<file path="src/rtl/wb_regfile.sv">
// Register file with write-back port, two combinational read ports and a busy-bit scoreboard.
// Optional macro WB_BYPASS_EN forwards same-cycle write-back data to the read ports.
module wb_regfile #(
  parameter int DSIZE = 16,
  parameter int ASIZE = 4
) (
  input  logic                  clk,
  input  logic                  rst,
  input  logic                  wen,
  input  logic [ASIZE-1:0]      waddr,
  input  logic [DSIZE-1:0]      wdata,
  input  logic [ASIZE-1:0]      raddr1,
  input  logic [ASIZE-1:0]      raddr2,
  output logic [DSIZE-1:0]      rdata1,
  output logic [DSIZE-1:0]      rdata2,
  input  logic                  issue_en,
  input  logic [ASIZE-1:0]      issue_addr,
  output logic                  stall,
  output logic [(2**ASIZE)-1:0] busy_vec
);

  localparam int NREG = 2 ** ASIZE;

  logic [DSIZE-1:0] regs_r [NREG];
  logic [NREG-1:0]  busy_r;
  logic [NREG-1:0]  busy_nxt_s;
  logic             hit1_s;
  logic             hit2_s;
  logic             pend1_s;
  logic             pend2_s;
  logic             stall_s;
  logic             issue_accept_s;

  // Read ports, forwarding hits and stall; all outputs held at zero while in reset.
  always_comb begin
`ifdef WB_BYPASS_EN
    hit1_s = wen && (waddr == raddr1) && (raddr1 != {ASIZE{1'b0}});
    hit2_s = wen && (waddr == raddr2) && (raddr2 != {ASIZE{1'b0}});
`else
    hit1_s = 1'b0;
    hit2_s = 1'b0;
`endif
    pend1_s = busy_r[raddr1] && !hit1_s;
    pend2_s = busy_r[raddr2] && !hit2_s;
    if (!rst) begin
      stall_s = 1'b0;
      rdata1  = {DSIZE{1'b0}};
      rdata2  = {DSIZE{1'b0}};
    end else begin
      stall_s = pend1_s || pend2_s;
      rdata1  = hit1_s ? wdata : regs_r[raddr1];
      rdata2  = hit2_s ? wdata : regs_r[raddr2];
    end
  end

  assign stall          = stall_s;
  assign busy_vec       = busy_r;
  assign issue_accept_s = rst && issue_en && !stall_s;

  // Scoreboard next state: write-back clears first so a same-cycle issue to that register wins.
  always_comb begin
    busy_nxt_s = busy_r;
    if (wen) begin
      busy_nxt_s[waddr] = 1'b0;
    end else begin
      busy_nxt_s = busy_nxt_s;
    end
    if (issue_accept_s) begin
      busy_nxt_s[issue_addr] = 1'b1;
    end else begin
      busy_nxt_s = busy_nxt_s;
    end
    busy_nxt_s[0] = 1'b0;
  end

  // Scoreboard state register.
  always_ff @(posedge clk or negedge rst) begin
    if (!rst) begin
      busy_r <= {NREG{1'b0}};
    end else begin
      busy_r <= busy_nxt_s;
    end
  end

  // Register storage; r0 is never written and stays zero.
  always_ff @(posedge clk or negedge rst) begin
    if (!rst) begin
      for (int i = 0; i < NREG; i++) begin
        regs_r[i] <= {DSIZE{1'b0}};
      end
    end else if (wen && (waddr != {ASIZE{1'b0}})) begin
      regs_r[waddr] <= wdata;
    end
  end

endmodule

</file>
<file path="config.mk">
export PLATFORM = sky130hd
export DESIGN_NAME = wb_regfile
export DESIGN_NICKNAME = d
export VERILOG_FILES = /design/src/rtl/wb_regfile.sv
export SDC_FILE = /design/constraint.sdc
export NUM_CORES = 1
export LEC_CHECK = 0
export BUFFER_PORTS_ARGS = -buffer_cell sky130_fd_sc_hd__buf_2
export CORE_ASPECT_RATIO = 0.7
export CORE_MARGIN = 2
export CORE_UTILIZATION = 50
export DETAILED_ROUTE_END_ITERATION = 8
export PLACE_DENSITY_LB_ADDON = 0.05
export SLEW_MARGIN = 20
export SYNTH_ARGS = -nofsm -noshare
export SYNTH_HDL_FRONTEND = slang
export SYNTH_SLANG_ARGS = --single-unit
</file>
<file path="constraint.sdc">
create_clock -name clk -period 3.1 [get_ports clk]
set_clock_uncertainty 0.15 [all_clocks]
set_input_delay 0.31 -clock clk [delete_from_list [all_inputs] [get_ports clk]]
set_output_delay 0.31 -clock clk [all_outputs]
set_load 0.05 [all_outputs]
</file>
Yosys cells after proc, flatten, opt, wreduce, memory -nomap -nowiden
Cells that the tools add are included.
{"block": "word_totals", "register_bits": 271, "latchBits": 0, "ram_bits": 0, "rom_bits": 0, "inputBits": 36, "out_inout_bits": 49, "wordCells": 64, "mem_count": 0}
{"block": "classes", "n_addsub": 0, "mul": 0, "n_div": 0, "n_lt_le_gt_ge": 10, "eq_ne": 0, "shift": 0, "mux": 22, "bitwise": 6, "reduce_logical": 9}
{"cell": "256-bit bitwise mux", "count": 1}
{"cell": "16-bit two-way mux", "count": 9}
{"cell": "16-bit binary-select mux with 4-bit select", "count": 2}
{"cell": "16-bit demux with 4-bit select", "count": 1}
{"cell": "4-bit by 5-bit less-than comparator with 1-bit output, second input constant", "count": 4}
{"cell": "16-bit bitwise AND", "count": 1}
{"cell": "16-bit NOT", "count": 1}
{"cell": "16-bit OR", "count": 1}
{"cell": "5-bit greater-or-equal comparator, second input constant", "count": 3}
{"cell": "4-bit NOT with 5-bit output", "count": 3}
{"cell": "1-bit binary-select mux with 4-bit select", "count": 2}
{"cell": "1-bit demux with 4-bit select", "count": 2}
{"cell": "4-bit by 1-bit greater-or-equal comparator with 1-bit output, second input constant", "count": 2}
{"cell": "1-bit logical AND", "count": 6}
{"cell": "5-bit by 1-bit less-than comparator with 1-bit output, second input constant", "count": 1}
{"cell": "1-bit two-way mux", "count": 5}
{"cell": "4-bit nonzero test", "count": 1}
{"cell": "1-bit logical NOT", "count": 1}
{"cell": "1-bit logical OR", "count": 1}

Logic depth before layout (Yosys ltp)
{"block": "depth", "ltp_word": 9, "depth_mapped": 8, "ltp_nobuf": 5}

Least setup slack after synthesis
No wires, ideal clock.
{"block": "synth_timing", "kind": "register to output", "start": "reg busy_r[7] (netlist: busy_vec[7])", "end": "out stall", "arrival_time_ps": 2183, "path_slack_ps": 457, "stages_incl_launch_ff": 6, "n_path_buf": 0, "path_cell_list": "dfrtp_1 -> mux2i_1 -> mux4_2 -> mux2i_1 -> a21oi_2 -> nor2b_1"}
{"block": "synth_between", "elab_chain_len": 4, "elab_cells_between_ends": 6, "cone_classes": "5 x mux; 1 x reduce/logical"}
{"element": "from (decl)", "line": "25", "text": "logic [NREG-1:0] busy_r;"}
{"element": "from (signal assigned)", "line": "79", "text": "busy_r <= {NREG{1'b0}};"}
{"element": "from (signal assigned)", "line": "81", "text": "busy_r <= busy_nxt_s;"}
{"element": "1-bit binary-select mux with 4-bit select (on tied branches)", "line": "43, 44"}
{"element": "1-bit two-way mux (on tied branches)", "line": "43, 44"}
{"element": "1-bit logical OR (*)", "line": "50", "text": "stall_s = pend1_s || pend2_s;"}
{"element": "1-bit two-way mux (*)", "line": "45", "text": "if (!rst) begin"}
{"element": "to (decl)", "line": "18", "text": "output logic stall,"}
Mark *: on every way between the ends. The rest lies on a longest branch, timed or not. The select of a mux whose other input is x is not followed.

Worst setup path after layout
{"block": "layout_timing", "start": "reg regs_r[141] (netlist bit)", "end": "out rdata2[13]"}
{"block": "layout_between", "elab_chain_len": 4}
{"element": "from (decl)", "line": "24", "text": "logic [DSIZE-1:0] regs_r [NREG];"}
{"element": "from (signal, indexed assignment)", "line": "89", "text": "regs_r[i] <= {DSIZE{1'b0}};"}
{"element": "from (signal, indexed assignment)", "line": "92", "text": "regs_r[waddr] <= wdata;"}
{"element": "16-bit binary-select mux with 4-bit select", "line": "52", "text": "rdata2 = hit2_s ? wdata : regs_r[raddr2];"}
{"element": "16-bit two-way mux (implied by the code) (2 in a row)", "line": "52"}
{"element": "16-bit two-way mux", "line": "45"}
{"element": "to (decl)", "line": "15", "text": "output logic [DSIZE-1:0] rdata2,"}
No other way between the ends. The select of a mux whose other input is x is not followed.

==> flow_metrics.env <==
export IMPL_p_sw_mw=3.286
export IMPL_synthTopCellsByCount="271 x dfrtp_1, 241 x mux2_1, 166 x mux4_2"
export IMPL_critPathSlowestCell="mux4_2"
export IMPL_cp_max_fo=3
export IMPL_ys_flop_type="dfrtp_1"
export IMPL_start_util_pct=51.31
export IMPL_worst_r2r_setup_slack_ps=1110
export IMPL_drt_initial_drc_count=634
export IMPL_worstPathCellList="mux4_2 > mux4_2 > and2_1 > buf_2"
export IMPL_cts_resized=0
export IMPL_clkLatencyLatePin_ps=550
export IMPL_grt_start_max_net_pins=70
export IMPL_p_int_mw=8.091
export IMPL_syn_nets=918
export IMPL_num_vias=8672
export IMPL_r2r_start="busy_vec[8]$_DFF_PN0_"
export IMPL_r2r_cells=6
export IMPL_drc_errors=0
export IMPL_required_ps=2640
export IMPL_power_density_nw_per_um2=691.7
export IMPL_end_kind="primary output"
export IMPL_cts_root_buf="clkbuf_16"
export IMPL_fin_crit_ps=2787
export IMPL_netSwitchingFraction_pct=28.88
export IMPL_num_io_pins=85
export IMPL_grt_pass1_wl_um=58820
export IMPL_total_power_mw=11.38
export IMPL_yosysMostFrequentCell="dfrtp_1"
export IMPL_cts_tree="built"
export IMPL_die_h_um=146.0
export IMPL_drv_cap=0
export IMPL_rows=51
export IMPL_fillers=2138
export IMPL_period_share_pct=89.90
export IMPL_crit_path_start="regs_r[141]$_DFFE_PN0P_"
export IMPL_fmax_mhz=358.8
export IMPL_worst_slew_pin_slew_ps=778.6
export IMPL_postCtsSetupRepairBufs=0
export IMPL_ys_warn_count=0
export IMPL_drive_gt1_share_pct=37.17
export IMPL_rr_endpoint="busy_vec[7]$_DFF_PN0_"
export IMPL_hpwl_um=24300
export IMPL_path_clk_slew_ps=70
export IMPL_cts_made_buffers=28
export IMPL_crit_buf_inv=1
export IMPL_worstSetupPathType="flip-flop to primary output"
export IMPL_wl_um=37760
export IMPL_die_w_um=206.9
export IMPL_drtPass1Iterations=5
export IMPL_cpMostUsedCell="mux4_2"
export IMPL_h_tree_depth=1
export IMPL_worstSetupStartpointType="flip-flop"
export IMPL_combPwrFrac_pct=23.9
export IMPL_path_delay_family="multiplexers"
export IMPL_antenna_found_initial=2
export IMPL_cellLeakagePower_nw=7.021
export IMPL_synth_seq_cells=271
export IMPL_ys_seq_area_share_pct=47.07
export IMPL_place_port_buffers=83
export IMPL_coreArea_um2=28080
export IMPL_synth_top_area_share_pct=47.07
export IMPL_ir_drop_uv=400.5
export IMPL_synth_edf_count=0
export IMPL_setup_tns_final_ps=0
export IMPL_async_flop_share_pct=100.0
export IMPL_power_frac_clock_pct=32.9
export IMPL_min_path_cells=2
export IMPL_worst_ep_arrival_time_ps=2330
export IMPL_syn_instance_count=882
export IMPL_outcome="finished, final reports clean"
export IMPL_wl_per_cell_um=28.05
export IMPL_syn_to_final_growth_pct=14.17
export IMPL_track_usage_pct=26.36
export IMPL_ctsLongestPathBuffers=3
export IMPL_viasPerCell=6.443
export IMPL_synth_cell_types=28
export IMPL_clkSinkCount=271
export IMPL_gp_congestion=0.8376
export IMPL_synth_area_leaders="dfrtp_1 47%, mux4_2 26%, mux2_1 19%, clkbuf_1 1.5%, and2_1 1.4%"
export IMPL_worstHoldPathType="primary input to flip-flop"
export IMPL_slowest_delay_ps=490
export IMPL_finalHoldViolCount=0
export IMPL_setup_violations=0
export IMPL_syn_avg_cell_area_um2=16.33
export IMPL_ant_nets=0
export IMPL_globalRouteOverflowTotal=0
export IMPL_grt_pass1_vias=9451
export IMPL_seqPwrFrac_pct=43.2
export IMPL_synth_top_area_cell="dfrtp_1"
export IMPL_die_area_um2=30210
export IMPL_rsz0062_at_grt="no"
export IMPL_maxSlewViolCount=0
export IMPL_synth_area_um2=14410
export IMPL_hp_start="wdata[10]"
export IMPL_timing_hold_worst_endpoint="regs_r[122]$_DFFE_PN0P_"
export IMPL_nets=988
export IMPL_postCtsHoldBufs=2
export IMPL_timing_slew_headroom_pct=48.09
-- kinds of logic after synthesis --
kind of cell           after synthesis  synth area share (%)
other                                1               0.02603
buffers and inverters              108                 3.630
muxes                              413                 45.21
DFF                                271                 47.07
and+or+nand+nor                     71                 2.875
AOI/OAI and AO/OA                   18                 1.190
-- how the worst max path moves through the flow --
| stage | cells after the start | end |
|---|---|---|
| finish | 4 | rdata2[13] |
| global placement | 6 | rdata2[10] |
| floorplan | 5 | stall |
| detailed placement | 6 | rdata2[15] |
| CTS | 4 | rdata2[13] |
| global route | 4 | rdata2[13] |
-- area by class of cell --
type	instances	area, um2	share of cell area, %
multi-input cells	503	7127	43.33
diodes	1	2.502	0.01521
inverters	11	41.29	0.2510
well taps	371	464.2	2.822
repair buffers	137	993.5	6.040
clock inverters	17	250.2	1.521
clock buffers	35	788.3	4.792
flip-flops and latches	271	6782	41.23
-- flip-flops by register name (all words and copies together) (netlist names) --
name      cells
regs_r      256
busy_vec     15
-- layout by cell type (no fill, tap or decap), types with 5 or more instances in the layout --
cell type and count:
mux4_2 166, mux2_1 241, inv_1 10, buf_12 12, mux2i_1 6, nand2_1 6
dfrtp_1 271, clkinv_2 5, clkbuf_16 29, clkinvlp_4 6, nor2_2 9, bufinv_16 6
buf_2 79, a32o_1 15, buf_4 43, and2_1 32
-- stage by stage --
step | instances | setup slack (ps) | util [%] | instance area, um2 | hold WS (ps)
global route | 1345 | 258.6 | 58.57 | 16450 | 28.31
detailed placement | 1291 | 386.4 | 54.80 | 15390 | 87.94
CTS | 1345 | 290.4 | 58.57 | 16450 | 1.758
global placement | 1291 | 402.6 | 54.80 | 15390 | 83.16
finish | 1346 | 313.0 | 58.58 | 16450 | 25.40
floorplan | 882 | 457.3 | - | 14410 | -135.6
-- routing by layer --
layer	up-vias	share of wire, %	GRT usage [%]
li1	3565	-	-
met1	4739	43	37.96
met4	2	3.2	7.730
met2	297	47	40.95
met3	69	6.1	5.313
met5	-	0.037	0
-- power groups by stage --
| stage | clock network, mW | registers, mW | logic, mW |
|---|---|---|---|
| floorplan | 0 | 4.88 | 1.99 |
| global placement | 0 | 4.88 | 2.67 |
| detailed placement | 0 | 4.95 | 2.74 |
| CTS | 3.81 | 4.90 | 2.76 |
| global route | 3.96 | 5.02 | 2.92 |
| finish | 3.74 | 4.91 | 2.72 |
No activity file was read; power rests on OpenSTA's default activity.
